`src/rtl/linear_alloc_scheduler_pkg.sv`:
```
// Shared configuration for the linear allocation scheduler; values mirror TauCfg.
// Optional feature macro used by the top: LINEAR_SKIP_EN.
package linear_alloc_scheduler_pkg;

    localparam int TAU_LOCAL_ADDR_BW0 = 6;
    localparam int TAU_N_ICFG         = 2;
    localparam int TAU_DATA_BW        = 16;

endpackage

```
`src/rtl/linear_credit_counter.sv`:
```
// Free-space register for the linear ring: one increment (release) and one
// decrement (allocate) port, both usable in the same cycle; resets to full.
module linear_credit_counter #(
    parameter int LBW = 6
) (
    input  logic         i_clk,
    input  logic         i_rst,
    input  logic         inc_en,
    input  logic [LBW:0] inc_amt,
    input  logic         dec_en,
    input  logic [LBW:0] dec_amt,
    output logic [LBW:0] o_free
);

    localparam logic [LBW:0] CAP = {1'b1, {LBW{1'b0}}};

    logic [LBW:0] inc_v, dec_v;

    assign inc_v = inc_en ? inc_amt : '0;
    assign dec_v = dec_en ? dec_amt : '0;

    always_ff @(posedge i_clk or negedge i_rst) begin
        if (!i_rst) o_free <= CAP;
        else        o_free <= o_free + inc_v - dec_v;
    end

    assert property (@(posedge i_clk) disable iff (!i_rst) o_free <= CAP);

endmodule

```
`src/rtl/linear_alloc_scheduler.sv`:
```
// Issues one linear-ring allocation per (block, config id) and returns space on
// in-order releases. Define LINEAR_SKIP_EN to add per-id skip (zero-size) allocs.
module linear_alloc_scheduler
    import linear_alloc_scheduler_pkg::*;
#(
    parameter int  LBW     = TAU_LOCAL_ADDR_BW0,
    parameter int  N_ICFG  = TAU_N_ICFG,
    parameter int  DBW     = TAU_DATA_BW,
    localparam int ICFG_BW = $clog2(N_ICFG + 1)
) (
    input  logic                         i_clk,
    input  logic                         i_rst,
    input  logic                         cfg_rdy,
    output logic                         cfg_ack,
    input  logic [N_ICFG-1:0][LBW:0]     i_sizes,
    input  logic [N_ICFG-1:0][DBW-1:0]   i_padvs,
    input  logic [15:0]                  i_nblk,
`ifdef LINEAR_SKIP_EN
    input  logic [N_ICFG-1:0]            i_skip_mask,
    output logic                         o_skip,
`endif
    output logic                         alloc_linear_rdy,
    input  logic                         alloc_linear_ack,
    output logic [LBW-1:0]               o_linear,
    output logic [ICFG_BW-1:0]           o_linear_id,
    output logic [LBW:0]                 o_size,
    output logic [DBW-1:0]               o_padv,
    input  logic                         done_linear_rdy,
    output logic                         done_linear_ack,
    input  logic [ICFG_BW-1:0]           i_linear_id,
    output logic                         o_busy
);

    localparam logic [LBW:0] CAP = {1'b1, {LBW{1'b0}}};

    typedef enum logic [1:0] {IDLE, ALLOC, DRAIN} state_t;

    typedef struct packed {
        logic               skip;
        logic [ICFG_BW-1:0] id;
        logic [LBW:0]       size;
        logic [DBW-1:0]     padv;
    } alloc_t;

    state_t                     state, state_nxt;
    alloc_t                     cur;
    logic [LBW-1:0]             wptr;
    logic [N_ICFG-1:0][LBW:0]   sizes_r;
    logic [N_ICFG-1:0][DBW-1:0] padvs_r;
    logic [N_ICFG-1:0]          skip_r, skip_in;
    logic [15:0]                nblk_r, blk;
    logic [LBW:0]               outstanding, free_cnt, inc_amt, dec_amt;
    logic                       alloc_fire, done_fire, last_id, last_blk;
    logic [ICFG_BW-1:0]         id_nxt;

    // Descriptor for one config id; out-of-range ids resolve to an all-zero entry.
    function automatic alloc_t pick(input logic [ICFG_BW-1:0] id,
                                    input logic [N_ICFG-1:0][LBW:0]   sizes,
                                    input logic [N_ICFG-1:0][DBW-1:0] padvs,
                                    input logic [N_ICFG-1:0]          skip);
        alloc_t a;
        a    = '0;
        a.id = id;
        for (int k = 0; k < N_ICFG; k++) begin
            if (id == ICFG_BW'(k)) begin
                a.size = sizes[k];
                a.padv = padvs[k];
                a.skip = skip[k];
            end
        end
        return a;
    endfunction

`ifdef LINEAR_SKIP_EN
    assign skip_in = i_skip_mask;
    assign o_skip  = cur.skip;
`else
    assign skip_in = '0;
`endif

    assign alloc_fire = alloc_linear_rdy && alloc_linear_ack;
    assign done_fire  = done_linear_ack;
    assign last_id    = (cur.id == ICFG_BW'(N_ICFG - 1));
    assign last_blk   = (blk == nblk_r - 16'd1);
    assign id_nxt     = last_id ? '0 : cur.id + 1'b1;

    assign o_linear    = wptr;
    assign o_linear_id = cur.id;
    assign o_size      = cur.size;
    assign o_padv      = cur.padv;

    // Skipped entries take no space and give none back.
    assign dec_amt = cur.skip ? '0 : cur.size;
    always_comb begin
        inc_amt = '0;
        for (int k = 0; k < N_ICFG; k++) begin
            if (i_linear_id == ICFG_BW'(k) && !skip_r[k]) inc_amt = sizes_r[k];
        end
    end

    linear_credit_counter #(.LBW(LBW)) u_credit (
        .i_clk   (i_clk),
        .i_rst   (i_rst),
        .inc_en  (done_fire),
        .inc_amt (inc_amt),
        .dec_en  (alloc_fire),
        .dec_amt (dec_amt),
        .o_free  (free_cnt)
    );

    always_ff @(posedge i_clk or negedge i_rst) begin
        if (!i_rst) state <= IDLE;
        else        state <= state_nxt;
    end

    always_comb begin
        state_nxt = state;
        case (state)
            IDLE:    if (cfg_ack && i_nblk != 16'd0)          state_nxt = ALLOC;
            ALLOC:   if (alloc_fire && last_id && last_blk)   state_nxt = DRAIN;
            DRAIN:   if (outstanding == '0)                   state_nxt = IDLE;
            default:                                          state_nxt = IDLE;
        endcase
    end

    always_comb begin
        cfg_ack          = (state == IDLE) && cfg_rdy;
        alloc_linear_rdy = (state == ALLOC) && (cur.skip || free_cnt >= cur.size);
        done_linear_ack  = (state == ALLOC || state == DRAIN) && done_linear_rdy
                           && (outstanding != '0);
        o_busy           = (state != IDLE);
    end

    always_ff @(posedge i_clk or negedge i_rst) begin
        if (!i_rst) begin
            wptr        <= '0;
            cur         <= '0;
            sizes_r     <= '0;
            padvs_r     <= '0;
            skip_r      <= '0;
            nblk_r      <= '0;
            blk         <= '0;
            outstanding <= '0;
        end else begin
            if (cfg_ack) begin
                sizes_r <= i_sizes;
                padvs_r <= i_padvs;
                skip_r  <= skip_in;
                nblk_r  <= i_nblk;
                blk     <= '0;
                cur     <= pick('0, i_sizes, i_padvs, skip_in);
            end
            if (alloc_fire) begin
                if (!cur.skip) wptr <= wptr + cur.size[LBW-1:0];
                cur <= pick(id_nxt, sizes_r, padvs_r, skip_r);
                if (last_id) blk <= blk + 16'd1;
            end
            case ({alloc_fire, done_fire})
                2'b10:   outstanding <= outstanding + 1'b1;
                2'b01:   outstanding <= outstanding - 1'b1;
                default: outstanding <= outstanding;
            endcase
        end
    end

    assert property (@(posedge i_clk) disable iff (!i_rst) outstanding <= CAP);

endmodule

```
`config.mk`:
```
export PLATFORM = sky130hd
export DESIGN_NAME = linear_alloc_scheduler
export DESIGN_NICKNAME = d
export VERILOG_FILES = /design/src/rtl/linear_alloc_scheduler_pkg.sv /design/src/rtl/linear_credit_counter.sv /design/src/rtl/linear_alloc_scheduler.sv
export SDC_FILE = /design/constraint.sdc
export NUM_CORES = 1
export LEC_CHECK = 0
export CELL_PAD_IN_SITES_DETAIL_PLACEMENT = 1
export CELL_PAD_IN_SITES_GLOBAL_PLACEMENT = 2
export CORE_MARGIN = 1.5
export CORE_UTILIZATION = 33
export CTS_CLUSTER_DIAMETER = 40
export DETAILED_ROUTE_END_ITERATION = 12
export PLACE_DENSITY = 0.89
export RECOVER_POWER = 50
export SLEW_MARGIN = 20
export SYNTH_ARGS = -nofsm -noshare
export SYNTH_HDL_FRONTEND = slang
export SYNTH_HIERARCHICAL = 1
export SYNTH_SLANG_ARGS = --single-unit
```
`constraint.sdc`:
```
create_clock -name i_clk -period 4.7 [get_ports i_clk]
set_input_delay 0.94 -clock i_clk [delete_from_list [all_inputs] [get_ports i_clk]]
set_output_delay 0.94 -clock i_clk [all_outputs]
set_load 0.02 [all_outputs]
```
==> impl_results.md <==
- Status: finished with violations
- Failing checks: max-capacitance violations, max-slew violations
- Clk_skew: 13.4 ps
- Max Cap Viol: 2
- CTS clk-pin slew, worst paths: 60 ps
- Static Leak: 4.07 nW
- Layout Area Growth over Synthesis: 27.2%
- Worst path max stage delay: ~440 ps
- Crit path max fanout: 8
- Num Clock Sinks: 125
- Final hold violation count: 0
- Final period util: 0.861
- First-pass GRT wire length: about 32 mm
- Share of cells above drive strength 1: 0.0541
- Die width: 148 um
- Number of buffer and inverter stages on the critical path: 2
- Fin Hold WS: 468 ps
- Commonest cells after routing, fill and taps aside: nand2_1, dfrtp_1, clkdlybuf4s50_1
- P per Cell Area: between 700 and 800 nW/um^2
- Place WS: 661 ps
- Synthesized area: approximately 7000 um^2
- Synth warn: 6
- Clk buf depth: 2
- Hold path depth: 1
- Tot Pwr: 6.16 mW
- Min setup slack post-route: ~650 ps
- WP data arrival: between 4000 and 5000 ps
- Post-route cell area: 8790 um^2
- Final Util: 0.431
- Synth unique cells: 58
- Crit end category: flop
- Setup TNS: 0 ps
- Root Buffer: clkbuf_16
- Via count: 5,888
- Worst R2R Start: o_size[0]
- Total Routed Length: 18.9 mm
- Relative slew slack: -0.202
- I/O pins: 104
- Post-Place Cell Area: a little over 8000 um^2
- Non-Filler Instances: 1,157
- Vias per cell: roughly 5.1
- GRT Util Overall: 0.185
- Final setup viols: 0
- H-tree lvl count: 4
- Net Count, Synth: 890
- Pin count of the biggest net entering global routing: a little under 90
- Crit path required time: 5050 ps
- Worst-skew pair later-pin latency: 430 ps
- Inst Count DP: 1,125
- Initial antenna violation count: 1
- RSZ-0062 raised after global routing: no
- Vias in the first global route: 6,314
- Minimum clock period: 4050 ps
- DRT antenna net count: 0
- FP Rows: 52
- Drt pass-1 iters: 4
- CP startpoint kind: flop
- Delay-heaviest family, CP: compound AO/OA/AOI/OAI gates
- Core footprint: 20,400 um^2
- Async S/R FF share, synth: 1.00
- CTS resizes: 0
- Worst slew pin tran: between 1500 and 2000 ps
- CTS tree: yes
- Hpwl dp: ~13 mm
- Top FF cell, synth: dfrtp_1
- Hold Crit Start: o_linear[5]
- Hold Buf Count CTS: 0
- CTS Buf Count: 17
- CP max stage cell: a2111oi_0
- Yosys reg bits: 125
- Critical Path, Cell by Cell: ha_1, nand2b_1, a2111oi_0, o21a_1, nor2_1, and2_0, inv_2, ha_1, inv_1, fa_1, nor2b_1, o21ai_0, a21boi_0, o21ai_0, and3_1, nor3_1, xor2_1
- Worst Reg-to-Reg Cells: 17
- Post-CTS Repair Setup Buffers: 0
- Initial Utilization: 0.339
- Input/output buffers: 103
- Most common cell after layout, fill and taps aside: nand2_1
- Net count, final: 981
- Sequential area share after synthesis: 0.453
- F_max: 0.247 GHz
- Die H: 148 um
- RePlAce Congestion: 0.785
- Post-synth EDFFs: 0
- Remaining DRCs: 0
- WS Path Type: flop to flop
- WHS Endpoint: o_linear[5]
- N_diodes: 0
- Slew Viols, Final: 103
- Mapped Cells: about 780
- Reg2reg setup slack: 650 ps
- WL/cell: 16.3 um
- Mapped Avg Cell Area: 8.82 um^2
- Hold/Removal Path Class: flop to flop
- Grt total ovfl: 0
- Max rail drop VDD: 0.412 mV
- Starting DRT DRC Count: 287
- Worst R2R End: outstanding[6]
- Die area: 21,800 um^2
-- cell families after synthesis --
logic type / count (synthesis) / synth area share
simple gates: 354 / 0.221
flops: 125 / 0.453
compound gates: 124 / 0.125
buf+inv: 84 / 0.0460
fa+ha+maj: 38 / 0.0775
xor+xnor: 36 / 0.0456
mux: 22 / 0.0322
-- metal layers --
| metal | track usage | wire length, um | vias to the layer above |
|---|---|---|---|
| li1 | - | - | 2842 |
| met1 | 0.246 | 8970 | 2913 |
| met2 | 0.303 | 8880 | 103 |
| met3 | 0.0386 | 753 | 28 |
| met4 | 0.0555 | 262 | 2 |
| met5 | 0 | 13 | - |
-- registers in the layout, summed over array words and instances (netlist names), 6 cells and up --
| register | count |
|---|---|
| o_linear | 6 |
| o_padv | 16 |
| outstanding | 7 |
| u_credit/o_free | 7 |
| o_size | 7 |
| sizes_r | 14 |
| padvs_r | 32 |
| blk | 16 |
| nblk_r | 16 |
-- area by class of cell --
type	count	area, um^2
well taps	270	338
multi-input cells	574	3470
inverters	44	165
flip-flops and latches	125	3130
repair buffers	112	1080
clock buffers	17	425
clock inverters	15	175
fillers	2347	11600
-- worst max-delay path by stage --
stage	startpoint	to	depth (start not counted)	slack, ps
after floorplan	o_size[0]	outstanding[6]	19	550
after global placement	o_size[0]	outstanding[6]	17	770
after detailed placement	o_size[0]	outstanding[6]	17	660
after CTS	o_size[0]	outstanding[6]	17	640
after global routing	o_size[0]	outstanding[6]	17	150
final	o_size[0]	outstanding[6]	17	650
-- cell usage after synthesis (all sizes together), types with 4 or more instances --
cell | n | area share
dfrtp | 124 | 0.45
a31oi | 25 | 0.023
nand4 | 6 | 0.0054
o21ai | 29 | 0.022
nand3 | 9 | 0.0065
nor3 | 7 | 0.0051
mux2i | 20 | 0.029
a21o | 4 | 0.0043
nor2 | 23 | 0.012
and3 | 8 | 0.0072
buf | 7 | 0.0042
clkbuf | 33 | 0.018
a32o | 9 | 0.013
nand2 | 260 | 0.14
a221oi | 23 | 0.029
xor2 | 19 | 0.024
xnor2 | 17 | 0.022
inv | 44 | 0.024
a21oi | 13 | 0.0094
ha | 30 | 0.054
o211ai | 4 | 0.0043
nor4 | 7 | 0.0072
nor2b | 5 | 0.0045
and2 | 8 | 0.0072
fa | 8 | 0.023
-- power by group --
part,switching (mW),total [mW],internal (mW)
clock network,0.556,1.36,0.800
logic,1.61,2.84,1.23
registers,0.400,1.96,1.56
(Power assumes the default switching activity.)
